### src/rtl/com_pkg.sv
// Shared constants and state encoding for the command-frame consumer.
package com_pkg;

  localparam logic [7:0] SYNC1    = 8'hEB;
  localparam logic [7:0] SYNC2    = 8'h90;

  localparam logic [7:0] CMD_AUTO = 8'h00;
  localparam logic [7:0] CMD_FA   = 8'h01;
  localparam logic [7:0] CMD_FB   = 8'h02;
  localparam logic [7:0] CMD_RA   = 8'h03;
  localparam logic [7:0] CMD_RB   = 8'h04;
  localparam logic [7:0] NAK_CODE = 8'hEE;

  localparam int unsigned PULSE_W = 16;
  localparam int unsigned GAP_W   = 4;

  typedef enum logic [2:0] {
    ST_H1   = 3'd0,
    ST_H2   = 3'd1,
    ST_C    = 3'd2,
    ST_K    = 3'd3,
    ST_EXEC = 3'd4,
    ST_ACK  = 3'd5,
    ST_WAIT = 3'd6
  } state_t;

  // True for states that hold a partially received frame.
  function automatic logic in_frame(input state_t s);
    return (s == ST_H2) || (s == ST_C) || (s == ST_K);
  endfunction

endpackage

### src/rtl/com_pulse_gen.sv
// Reloadable down-counter: a fire strobe (re)starts a PULSE_LEN-cycle high pulse.
module com_pulse_gen
  import com_pkg::*;
#(
  parameter int unsigned PULSE_LEN = 50000
) (
  input  logic clk,
  input  logic rst_n,
  input  logic i_fire,
  output logic o_pulse
);

  logic [PULSE_W-1:0] r_cnt;
  logic [PULSE_W-1:0] w_cnt_nxt;
  logic               r_pulse;

  // Reload on fire so an overlapping command extends rather than stacks.
  always_comb begin
    w_cnt_nxt = r_cnt;
    if (i_fire) begin
      w_cnt_nxt = PULSE_W'(PULSE_LEN);
    end else if (r_cnt != '0) begin
      w_cnt_nxt = r_cnt - PULSE_W'(1);
    end
  end

  // Counter and registered pulse output.
  always_ff @(posedge clk or negedge rst_n) begin
    if (!rst_n) begin
      r_cnt   <= '0;
      r_pulse <= 1'b0;
    end else begin
      r_cnt   <= w_cnt_nxt;
      r_pulse <= (w_cnt_nxt != '0);
    end
  end

  assign o_pulse = r_pulse;

endmodule

### src/rtl/com_identify.sv
// Command-frame consumer: hunts SYNC1/SYNC2/CMD/CHK frames in the receive FIFO,
// drives switch/reset controls and returns a 3-byte acknowledge to both CPUs.
module com_identify
  import com_pkg::*;
#(
  parameter int unsigned CNT_W     = 5,
  parameter logic [7:0]  SYNC1     = com_pkg::SYNC1,
  parameter logic [7:0]  SYNC2     = com_pkg::SYNC2,
  parameter int unsigned RST_PULSE = 50000,
  parameter int unsigned ACK_GAP   = 2
) (
  input  logic             clk,
  input  logic             rst_n,
  input  logic [7:0]       rec_command,
  input  logic [CNT_W-1:0] com_count,
  input  logic             command_time_out,
  output logic             com_pop,
  output logic [7:0]       tdr_cpuAB,
  output logic             tf_push_cpuAB,
  output logic             force_swi,
  output logic             com_swi,
  output logic             error,
  output logic             reset_A,
  output logic             reset_B
);

  state_t             r_state, w_state_nxt;
  state_t             r_ret, w_ret_nxt;
  logic [7:0]         r_cmd, w_cmd_nxt;
  logic [7:0]         r_ack, w_ack_nxt;
  logic [1:0]         r_idx, w_idx_nxt;
  logic [GAP_W-1:0]   r_gap, w_gap_nxt;
  logic               r_force, w_force_nxt;
  logic               r_swi, w_swi_nxt;
  logic               r_err, w_err_nxt;
  logic               r_pop, w_pop_nxt;
  logic               r_push, w_push_nxt;
  logic [7:0]         r_tdr, w_tdr_nxt;
  logic               w_fire_a, w_fire_b;
  logic               w_have, w_in_frame;

  assign w_have     = (com_count != '0);
  assign w_in_frame = in_frame(r_state) || ((r_state == ST_WAIT) && in_frame(r_ret));

  // Next-state and next-output logic; every pop is followed by one WAIT clock.
  always_comb begin
    w_state_nxt = r_state;
    w_ret_nxt   = r_ret;
    w_cmd_nxt   = r_cmd;
    w_ack_nxt   = r_ack;
    w_idx_nxt   = r_idx;
    w_gap_nxt   = r_gap;
    w_force_nxt = r_force;
    w_swi_nxt   = r_swi;
    w_err_nxt   = r_err;
    w_pop_nxt   = 1'b0;
    w_push_nxt  = 1'b0;
    w_tdr_nxt   = r_tdr;
    w_fire_a    = 1'b0;
    w_fire_b    = 1'b0;

    if (command_time_out && w_in_frame) begin
      // Link went idle mid-frame: drop it, flag it, no acknowledge.
      w_state_nxt = ST_H1;
      w_err_nxt   = 1'b1;
    end else begin
      case (r_state)
        ST_H1: begin
          if (w_have) begin
            w_pop_nxt   = 1'b1;
            w_state_nxt = ST_WAIT;
            w_ret_nxt   = (rec_command == SYNC1) ? ST_H2 : ST_H1;
          end
        end
        ST_H2: begin
          if (w_have) begin
            w_pop_nxt   = 1'b1;
            w_state_nxt = ST_WAIT;
            if (rec_command == SYNC2)      w_ret_nxt = ST_C;
            else if (rec_command == SYNC1) w_ret_nxt = ST_H2;
            else                           w_ret_nxt = ST_H1;
          end
        end
        ST_C: begin
          if (w_have) begin
            w_pop_nxt   = 1'b1;
            w_state_nxt = ST_WAIT;
            w_ret_nxt   = ST_K;
            w_cmd_nxt   = rec_command;
          end
        end
        ST_K: begin
          if (w_have) begin
            w_pop_nxt   = 1'b1;
            w_state_nxt = ST_WAIT;
            w_idx_nxt   = 2'd0;
            w_gap_nxt   = '0;
            if ((rec_command == ~r_cmd) && (r_cmd <= CMD_RB)) begin
              w_ret_nxt = ST_EXEC;
            end else begin
              w_err_nxt = 1'b1;
              w_ack_nxt = NAK_CODE;
              w_ret_nxt = ST_ACK;
            end
          end
        end
        ST_EXEC: begin
          case (r_cmd)
            CMD_AUTO: w_force_nxt = 1'b0;
            CMD_FA: begin
              w_force_nxt = 1'b1;
              w_swi_nxt   = 1'b0;
            end
            CMD_FB: begin
              w_force_nxt = 1'b1;
              w_swi_nxt   = 1'b1;
            end
            CMD_RA:  w_fire_a = 1'b1;
            CMD_RB:  w_fire_b = 1'b1;
            default: ;
          endcase
          w_err_nxt   = 1'b0;
          w_ack_nxt   = r_cmd;
          w_idx_nxt   = 2'd0;
          w_gap_nxt   = '0;
          w_state_nxt = ST_ACK;
        end
        ST_ACK: begin
          if (r_gap == '0) begin
            w_push_nxt = 1'b1;
            if (r_idx == 2'd0)      w_tdr_nxt = SYNC1;
            else if (r_idx == 2'd1) w_tdr_nxt = SYNC2;
            else                    w_tdr_nxt = r_ack;
            w_gap_nxt = GAP_W'(ACK_GAP);
            if (r_idx == 2'd2) w_state_nxt = ST_H1;
            else               w_idx_nxt   = r_idx + 2'd1;
          end else begin
            w_gap_nxt = r_gap - GAP_W'(1);
          end
        end
        ST_WAIT: w_state_nxt = r_ret;
        default: w_state_nxt = ST_H1;
      endcase
    end
  end

  // State and registered outputs.
  always_ff @(posedge clk or negedge rst_n) begin
    if (!rst_n) begin
      r_state <= ST_H1;
      r_ret   <= ST_H1;
      r_cmd   <= '0;
      r_ack   <= '0;
      r_idx   <= '0;
      r_gap   <= '0;
      r_force <= 1'b0;
      r_swi   <= 1'b0;
      r_err   <= 1'b0;
      r_pop   <= 1'b0;
      r_push  <= 1'b0;
      r_tdr   <= '0;
    end else begin
      r_state <= w_state_nxt;
      r_ret   <= w_ret_nxt;
      r_cmd   <= w_cmd_nxt;
      r_ack   <= w_ack_nxt;
      r_idx   <= w_idx_nxt;
      r_gap   <= w_gap_nxt;
      r_force <= w_force_nxt;
      r_swi   <= w_swi_nxt;
      r_err   <= w_err_nxt;
      r_pop   <= w_pop_nxt;
      r_push  <= w_push_nxt;
      r_tdr   <= w_tdr_nxt;
    end
  end

  com_pulse_gen #(.PULSE_LEN(RST_PULSE)) u_pulse_a (
    .clk     (clk),
    .rst_n   (rst_n),
    .i_fire  (w_fire_a),
    .o_pulse (reset_A)
  );

  com_pulse_gen #(.PULSE_LEN(RST_PULSE)) u_pulse_b (
    .clk     (clk),
    .rst_n   (rst_n),
    .i_fire  (w_fire_b),
    .o_pulse (reset_B)
  );

  assign com_pop       = r_pop;
  assign tdr_cpuAB     = r_tdr;
  assign tf_push_cpuAB = r_push;
  assign force_swi     = r_force;
  assign com_swi       = r_swi;
  assign error         = r_err;

endmodule

### config.mk
export PLATFORM = sky130hd
export DESIGN_NAME = com_identify
export DESIGN_NICKNAME = d
export VERILOG_FILES = /design/src/rtl/com_pkg.sv /design/src/rtl/com_pulse_gen.sv /design/src/rtl/com_identify.sv
export SDC_FILE = /design/constraint.sdc
export NUM_CORES = 1
export LEC_CHECK = 0
export BUFFER_PORTS_ARGS = -buffer_cell sky130_fd_sc_hd__buf_2
export CORE_MARGIN = 4
export CORE_UTILIZATION = 50
export DETAILED_ROUTE_END_ITERATION = 12
export GPL_TIMING_DRIVEN = 0
export PLACE_DENSITY_LB_ADDON = 0.05
export SLEW_MARGIN = 10
export SYNTH_ARGS = -nofsm -noshare
export SYNTH_HDL_FRONTEND = slang
export SYNTH_SLANG_ARGS = --single-unit
### constraint.sdc
create_clock -name clk -period 6.7 [get_ports clk]
set_input_delay 0.335 -clock clk [delete_from_list [all_inputs] [get_ports clk]]
set_output_delay 0.335 -clock clk [all_outputs]
set_load 0.01 [all_outputs]
# Word level (Yosys, flattened, before mapping)
# Cells that the tools add are included.
[word_totals]
wordCells = 135
input_bits = 16
out_inout_bits = 15
register_bits = 75
[classes]
magnitude_cmp = 1
add_sub_neg = 4
n_reduce_logical = 35
mux = 47
bitwise_logic = 2
eq_ne = 30
[op_table]
columns = ["cell", "count"]
rows = [
  ["$mux W16", 4],
  ["$reduce_bool A16 Y1", 4],
  ["$mux W8", 4],
  ["$sub A16 B1 Y16 const B", 2],
  ["$mux W3", 8],
  ["$pmux W3 S4", 2],
  ["$reduce_and A3 Y1", 7],
  ["$mux W1", 17],
  ["$eq A8 B2 Y1 const B", 2],
  ["$eq A8 B8 Y1 const B", 2],
  ["$pmux W8 S2", 1],
  ["$ne A2 B2 Y1 const B", 7],
  ["$eq A3 B2 Y1 const B", 4],
  ["$pmux W4 S3", 1],
  ["$eq A3 B3 Y1 const B", 3],
  ["$ne A3 B3 Y1 const B", 3],
  ["$eq A8 B1 Y1 const B", 1],
  ["$eq A8 B3 Y1 const B", 1],
  ["$eq A8 B8 Y1", 1],
  ["$le A8 B3 Y1 const B", 1],
  ["$logic_not A8 Y1", 1],
  ["$mux W2", 4],
  ["$mux W4", 2],
  ["$not A8 Y8", 1],
  ["24 further kinds", 36],
]

# Longest topological paths before layout
# Gate-level depths: netlist (run 1).
[depth]
depth_word = 9
depth_mapped = 9
ltp_nobuf = 8

# Hierarchy
# A second synthesis (run 1) with hierarchy kept.
[hier_totals]
hier_cells = 436
hier_area_um2 = 4186.5
[modules_own_cells]
columns = ["module", "cells_per_inst", "area_per_inst_um2", "seq_area_each_um2", "instances"]
rows = [
  ["com_identify", 214, 2093.3, 1026.0, 1],
  ["com_pulse_gen (u_pulse_a)", 118, 1109.8, 425.4, 1],
  ["com_pulse_gen (u_pulse_b)", 104, 983.4, 425.4, 1],
]

# Worst setup path before layout (run 1)
# OpenSTA, ideal clock, no wires.
[synth_path]
kind = "register to register"
from = "register u_pulse_a.r_cnt[0]"
to = "register u_pulse_a.r_pulse (netlist: u_pulse_a.o_pulse)"
required_time_ns = 6.562
path_stages_with_launch = 9
setup_ns = 0.138
n_path_buf = 0
synth_period_minus_slack_ns = 2.454
t_arrival_ns = 2.316
setup_slack_ns = 4.246
cell_sequence = "dfrtp_1 > inv_1 > ha_1 > nor3b_2 > nand4_4 > or3b_1 > nand3_2 > or4_1 > or4_1"
[synth_via]
elab_chain_len = 4
word_cells_on_any_way = 5
cone_classes = "add/sub: 1; mux: 2; reduce/logical: 2"
[synth_rtl]
columns = ["item", "line_no", "text"]
rows = [
  ["start: declaration", "com_pulse_gen.sv:13", "logic [PULSE_W-1:0] r_cnt;"],
  ["start signal: assignment", "com_pulse_gen.sv:33", "r_cnt <= w_cnt_nxt;"],
  ["$sub A16 B1 Y16 / $reduce_bool A16 Y1 (equally long branches)", "com_pulse_gen.sv:23, com_pulse_gen.sv:22", ""],
  ["$mux W16 (*)", "com_pulse_gen.sv:22", "end else if (r_cnt != '0) begin"],
  ["$mux W16 (*)", "com_pulse_gen.sv:20", "if (i_fire) begin"],
  ["via u_pulse_a.w_cnt_nxt[4]", "com_pulse_gen.sv:14", "logic [PULSE_W-1:0] w_cnt_nxt;"],
  ["$reduce_bool A16 Y1 (*)", "com_pulse_gen.sv:34", "r_pulse <= (w_cnt_nxt != '0);"],
  ["end signal: assignment", "com_pulse_gen.sv:34", ""],
  ["end: declaration", "com_pulse_gen.sv:15", "logic r_pulse;"],
]
# The timed path passes the listed nets; every way through them passes the cells marked *.
# A chain may end at the register's enable or synchronous reset.

# Final worst setup path (run 1)
[layout_path]
from = "register u_pulse_b.r_cnt[0]"
to = "register u_pulse_b.r_pulse (netlist: u_pulse_b.o_pulse)"
[layout_via]
elab_chain_len = 4
word_cells_on_any_way = 5
cone_classes = "add/sub: 1; mux: 2; reduce/logical: 2"
[layout_rtl]
columns = ["item", "line_no"]
rows = [
  ["start: declaration", "com_pulse_gen.sv:13"],
  ["start signal: assignment", "com_pulse_gen.sv:33"],
  ["$sub A16 B1 Y16 / $reduce_bool A16 Y1 (equally long branches)", "com_pulse_gen.sv:23, com_pulse_gen.sv:22"],
  ["$mux W16 (*)", "com_pulse_gen.sv:22"],
  ["$mux W16 (*)", "com_pulse_gen.sv:20"],
  ["$reduce_bool A16 Y1 (*)", "com_pulse_gen.sv:34"],
  ["end signal: assignment", "com_pulse_gen.sv:34"],
  ["end: declaration", "com_pulse_gen.sv:15"],
]
# Mark *: on every way between the ends. The rest lies on a longest branch, timed or not.

==> results.cfg, run 1 <==
[clock_network]
cts_buffer_depth = 2
clk_latency_ns = 0.35
htreeDepth = 3
cts.clk_slew.worst_paths_ns = 0.08
cts_tree = done
cts_inserted_buffers = 9
cts_resized = 0
root_buffer = clkbuf_8
clock_sinks = 75

[sta]
worstMarginPinSlew_ns = 0.736
setup_viol = 0
hold_viol = 0
grt_setup_unrepaired = false
finalCritPeriodShare = 0.455
finalMaxSlewViolations = 0
fmax_mhz = 328
relSlewSlack = 0.502
clock_skew_ns = 0.0139
finalSetupTns_ns = 0
period_minus_slack_ns = 3.05

[grt]
grt_usage = 0.196
antenna_found_initial = 0
grt-ovfl-total = 0
grt_max_degree = 39
grt_pass1_vias = 3226
grt_pass1_wl_um = 15600

[layout]
drive_gt1_frac = 0.157
layout_commonest_cell = dfrtp_1
nets = 499
final_cell_mix = 75 x dfrtp_1, 51 x nand2_1, 46 x nor2_1
syn_to_final_growth_pct = 12.5
diodes = 0
stdcell_area_um2 = 4590

[floorplanning]
initial_core_util = 0.520
die_w_um = 98.3
coreArea_um2 = 7850
chipHeight_um = 98.3
rows = 32
dieArea_um2 = 9670
io_pins = 31

[setup_path]
ff2ff_path_depth = 7
cpPeakStageDelay_ns = 0.62
cp.arrival_ns = 3.28
crit_type = reg -> reg
crit_end = u_pulse_b.o_pulse$_DFF_PN0_
critPathCaptureType = flip-flop
path_delay_family = simple AND/OR/NAND/NOR gates
r2r_start = u_pulse_b.r_cnt[0]$_DFF_PN0_
worstPathMaxFanout = 8
start_kind = flip-flop
path_common_cell = nand4_1
path_cells = inv_1 -> ha_1 -> nor4b_1 -> nand4_1 -> a2111oi_0 -> nand4_1 -> or3_1
cp.depth = 7
r2r_setup_slack_ns = 3.65
cp_num_buf_inv = 1
slowest_stage = nor4b_1
r2r-end = u_pulse_b.o_pulse$_DFF_PN0_
crit_path_start = u_pulse_b.r_cnt[0]$_DFF_PN0_
cp.required_ns = 6.93

[synthesis]
synth_edf_count = 0
synthFlopType = dfrtp_1
synth_area_per_cell_um2 = 9.46
syn-num-nets = 456
yosysWarnings = 0
ys_seq_area_frac = 0.460
ys_ff_latch = 75
async_reset_ff_frac = 1.00
synth_area_leaders = dfrtp_1 46%, nand2_1 4.7%, o21ai_0 4.4%
yosys.area.top_type = dfrtp_1
synth_cell_types = 61
synth.cell_area_um2 = 4080
syn_inst = 431
yosysTopAreaCellShare = 0.460

[pwr]
ir_drop_mv = 0.193
clock_power_share = 0.166
switching_share = 0.424
power.internal_uw = 1240
power_density_nw_per_um2 = 471
p_seq_frac = 0.415
combinationalPowerShare = 0.418
leakage_uw = 0.00201
p_sw_uw = 917

[placement]
gp_congestion = 0.857
place_area_um2 = 4380
io_buffers = 30
dp_hpwl_um = 6250

[routing]
wirelength_um = 8790
antenna_left = 0
drcViolationCount = 0
drtIter0Drc = 120
routed-via-count = 3265
drt_pass1_iterations = 4
viasPerCell = 5.62
wl_per_cell_um = 15.1

[worst_hold_path]
hold_class = in -> reg

[run_status]
status = completed

[flow_run]
max_cap_viol_count = 0
-- area by class of cell --
class	instances	area (um2)
Clock buffer	10	138
Sequential cell	75	1880
Tap cell	102	128
Timing Repair Buffer	32	183
Buffer	12	65.1
Inverter	19	71.3
Fill cell	725	3260
Multi-Input combinational cell	325	2070
Clock inverter	6	63.8
-- through the flow --
| stage | power, uW | setup WS, ns | hold WS [ns] | cells | utilization |
|---|---|---|---|---|---|
| 2_1_floorplan | 1550 | 4.25 | 0.0394 | 431 | - |
| 3_3_place_gp | 1770 | 3.90 | 0.461 | 563 | 0.555 |
| 3_5_place_dp | 1800 | 3.86 | 0.344 | 564 | 0.558 |
| 4_1_cts | 2170 | 3.76 | 0.254 | 581 | 0.585 |
| 5_1_grt | 2360 | 3.49 | 0.269 | 581 | 0.585 |
| 6_report | 2160 | 3.65 | 0.265 | 581 | 0.585 |
-- power groups by stage --
| stage | clock, uW | sequential, uW | combinational [uW] |
|---|---|---|---|
| floorplan | 0 | 861 | 685 |
| global placement | 0 | 894 | 880 |
| detailed placement | 0 | 901 | 901 |
| CTS | 371 | 895 | 908 |
| global route | 389 | 938 | 1040 |
| finish | 360 | 897 | 904 |
-- metal layers --
| layer | vias up | part of all wire | GRT usage |
|---|---|---|---|
| met2 | 57 | 0.47 | 0.310 |
| met5 | - | 0 | 0 |
| met1 | 1568 | 0.48 | 0.274 |
| met3 | 14 | 0.026 | 0.0279 |
| li1 | 1626 | - | - |
| met4 | 0 | 0.020 | 0.0683 |
-- state kept, by name (all words and copies together), names as in the netlist --
| name | count |
|---|---|
| com_pop | 1 |
| force_swi | 1 |
| r_state | 3 |
| r_idx | 2 |
| tf_push_cpuAB | 1 |
| r_ret | 3 |
| r_ack | 8 |
| r_gap | 4 |
| u_pulse_a.r_cnt | 16 |
| u_pulse_a.o_pulse | 1 |
| com_swi | 1 |
| r_cmd | 8 |
| tdr_cpuAB | 8 |
| u_pulse_b.r_cnt | 16 |
| u_pulse_b.o_pulse | 1 |
| error | 1 |
-- how the worst min path moves through the flow --
stage | startpoint | endpoint | slack, ns | depth (start not counted)
6_report | rec_command[7] | r_cmd[7]$_DFFE_PN0P_ | 0.26 | 2
5_1_grt | rec_command[7] | r_cmd[7]$_DFFE_PN0P_ | 0.27 | 2
4_1_cts | rec_command[7] | r_cmd[7]$_DFFE_PN0P_ | 0.25 | 2
3_5_place_dp | rst_n | u_pulse_a.r_cnt[15]$_DFF_PN0_ | 0.34 | 1
3_3_place_gp | tdr_cpuAB[7]$_DFFE_PN0P_ | tdr_cpuAB[7]$_DFFE_PN0P_ | 0.46 | 2
2_1_floorplan | rst_n | com_pop$_DFF_PN0_ | 0.04 | 0
-- timing repair --
item / 4_1_cts / 5_1_grt
hold endpoints to repair: 37 / 0
buffers inserted: 0 / 0
hold buffers: 1 / 0
-- kinds of logic after synthesis --
kind of cell / after synthesis / synth area share
adders and majority gates: 9 / 0.0276
DFF: 75 / 0.460
xor gates and xnor gates: 21 / 0.0451
AOI/OAI and AO/OA: 93 / 0.140
muxes: 14 / 0.0377
and+or+nand+nor: 188 / 0.256
buffers and inverters: 31 / 0.0334
-- Yosys cell counts (all sizes together) (2+ instances only) --
cell type and count:
dfrtp 75, nand2 51, nor2 47, o21ai 36, a21oi 22, inv 19
xnor2 17, mux2 11, nand3 11, nor3 11, nor4 11, or3 11
nand4 10, ha 9, clkbuf 8, nor2b 6, o22a 6, and2 5
a31oi 4, buf 4, nor3b 4, nor4b 4, xor2 4, a211o 3
a211oi 3, and3 3, mux2i 3, nand3b 3, o31ai 3, or4 3
a2111oi 2, and4 2, nand2b 2, o21a 2, o32ai 2, or3b 2
No activity file was read; power rests on OpenSTA's default activity.
==> run 2, diff against run 1 <==
clock period = 2.76 ns   (was 6.7 ns; I/O delays follow)
==> run 2 against run 1 <==
Combinational power up 150%. Core utilization up 0.88 points. Sequential share of layout area down 0.58 points.
==> results.cfg, run 2 (same netlist as run 1, synthesis figures left out) <==
[flow_run]
max_cap_viol_count = 0

[clock_network]
clock_sinks = 75
cts_tree = done
cts.clk_slew.worst_paths_ns = 0.09
root_buffer = clkbuf_8
htreeDepth = 3
cts_inserted_buffers = 9
clk_latency_ns = 0.35
cts_buffer_depth = 2

[setup_path]
critPathCaptureType = flip-flop
worstPathMaxFanout = 8
path_common_cell = or4_1
path_delay_family = simple AND/OR/NAND/NOR gates
cp.arrival_ns = 2.83
crit_path_start = u_pulse_a.r_cnt[0]$_DFF_PN0_
slowest_stage = or4_1
cp.required_ns = 2.99
cp_num_buf_inv = 1
r2r_start = u_pulse_a.r_cnt[0]$_DFF_PN0_
path_cells = inv_1 -> ha_1 -> nor3b_4 -> nand4_4 -> or3b_1 -> nand3_2 -> or4_1 -> or4_1
crit_type = reg -> reg
cpPeakStageDelay_ns = 0.51
start_kind = flip-flop

[sta]
grt_setup_unrepaired = false
relSlewSlack = 0.622
setup_viol = 0
hold_viol = 0
finalMaxSlewViolations = 0
fmax_mhz = 384
clock_skew_ns = 0.0141
finalCritPeriodShare = 0.943
period_minus_slack_ns = 2.60
worstMarginPinSlew_ns = 0.561
timing.hold.ws_ns = 0.0708

[run_status]
status = completed

[pwr]
power_density_nw_per_um2 = 1140
ir_drop_mv = 0.471
power.internal_uw = 3060
p_sw_uw = 2260
switching_share = 0.425
leakage_uw = 0.00203
clock_power_share = 0.164
p_seq_frac = 0.415
combinationalPowerShare = 0.421

[grt]
antenna_found_initial = 0
grt_pass1_wl_um = 15600
grt_usage = 0.196
grt-ovfl-total = 0
grt_max_degree = 39
grt_pass1_vias = 3228

[floorplanning]
die_w_um = 98.3
io_pins = 31
initial_core_util = 0.520
chipHeight_um = 98.3
coreArea_um2 = 7850
rows = 32
dieArea_um2 = 9670

[layout]
diodes = 0
nets = 503
syn_to_final_growth_pct = 14.2
final_cell_mix = 74 x dfrtp_1, 51 x nand2_1, 46 x nor2_1
reg_top3 = u_pulse_a.r_cnt: 16 flops, u_pulse_b.r_cnt: 16 flops
drive_gt1_frac = 0.170
layout_commonest_cell = dfrtp_1
final_core_util = 0.594

[routing]
routed-via-count = 3305
drtIter0Drc = 140
drt_pass1_iterations = 5
wl_per_cell_um = 15.1
viasPerCell = 5.65
wirelength_um = 8850
drcViolationCount = 0
antenna_left = 0

[placement]
dp_hpwl_um = 6250
io_buffers = 30
gp_congestion = 0.857

[worst_hold_path]
hold_class = in -> reg
hold_path.startpoint = rec_command[7]
## run 2: cell count changes in the layout (fill, tap and decap cells not counted), sizes merged
cell,previous run,this run
buf,35,39
## run 2: final cells by class
| cell class | count | area [um2] |
|---|---|---|
| tap | 102 | 128 |
| buffer | 12 | 65.1 |
| inverter | 19 | 71.3 |
| fill | 713 | 3190 |
| clock inverter | 6 | 63.8 |
| clock buffer | 10 | 138 |
| sequential | 75 | 1880 |
| timing repair buffer | 36 | 213 |
| multi-input combinational | 325 | 2100 |
## run 2: worst register-to-register path: stages, from the launching register on
cell     delay (ns)
dfrtp_2        0.45
inv_1          0.09
ha_1           0.14
nor3b_4        0.38
nand4_4        0.18
or3b_1         0.23
nand3_2        0.09
or4_1          0.51
or4_1          0.41
## run 2: per-stage QoR
stage	instances	total power, uW	area, um2	setup WS [ns]	setup TNS, ns
final	585	5310	4660	0.157	0
after global routing	585	5800	4660	0.00704	0
after CTS	581	5290	4600	0.0949	0
after detailed placement	564	4380	4380	-0.0792	-0.0812
after global placement	563	4310	4360	-0.0434	-0.0434
after floorplan	431	3750	4080	0.306	0
## run 2: metal layers
| metal | track usage | vias up | wire length (um) |
|---|---|---|---|
| met5 | 0 | - | 0 |
| met4 | 0.0683 | 0 | 99 |
| met3 | 0.0279 | 8 | 260 |
| met2 | 0.310 | 60 | 4280 |
| met1 | 0.275 | 1604 | 4220 |
| li1 | - | 1633 | - |
## run 2: final timing paths
kind | endpoint | cells past startpoint | slack [ns]
setup / recovery | u_pulse_a.o_pulse$_DFF_PN0_ | 8 | 0.16
hold / removal | r_cmd[7]$_DFFE_PN0P_ | 2 | 0.07
setup reg to reg | u_pulse_a.o_pulse$_DFF_PN0_ | 8 | 0.16
hold reg to reg | tdr_cpuAB[5]$_DFFE_PN0P_ | 2 | 0.48
max in group asynchronous | r_cmd[7]$_DFFE_PN0P_ | 3 | 1.88
min in group asynchronous | u_pulse_a.r_cnt[15]$_DFF_PN0_ | 2 | 0.29
## run 2: repair_timing
item / 4_1_cts / 5_1_grt
setup buffers: 0 / 4
setup endpoints to repair: 2 / 12
hold endpoints to repair: 37 / 0
hold buffers: 1 / 0
gates resized for setup: 2 / 5
pin swaps: 0 / 2
## run 2: power groups by stage
stage / combinational [uW] / sequential (uW) / clock, uW
6_report: 2240 / 2210 / 869
3_3_place_gp: 2140 / 2170 / 0
3_5_place_dp: 2190 / 2190 / 0
4_1_cts: 2210 / 2180 / 900
5_1_grt: 2560 / 2300 / 944
2_1_floorplan: 1660 / 2090 / 0
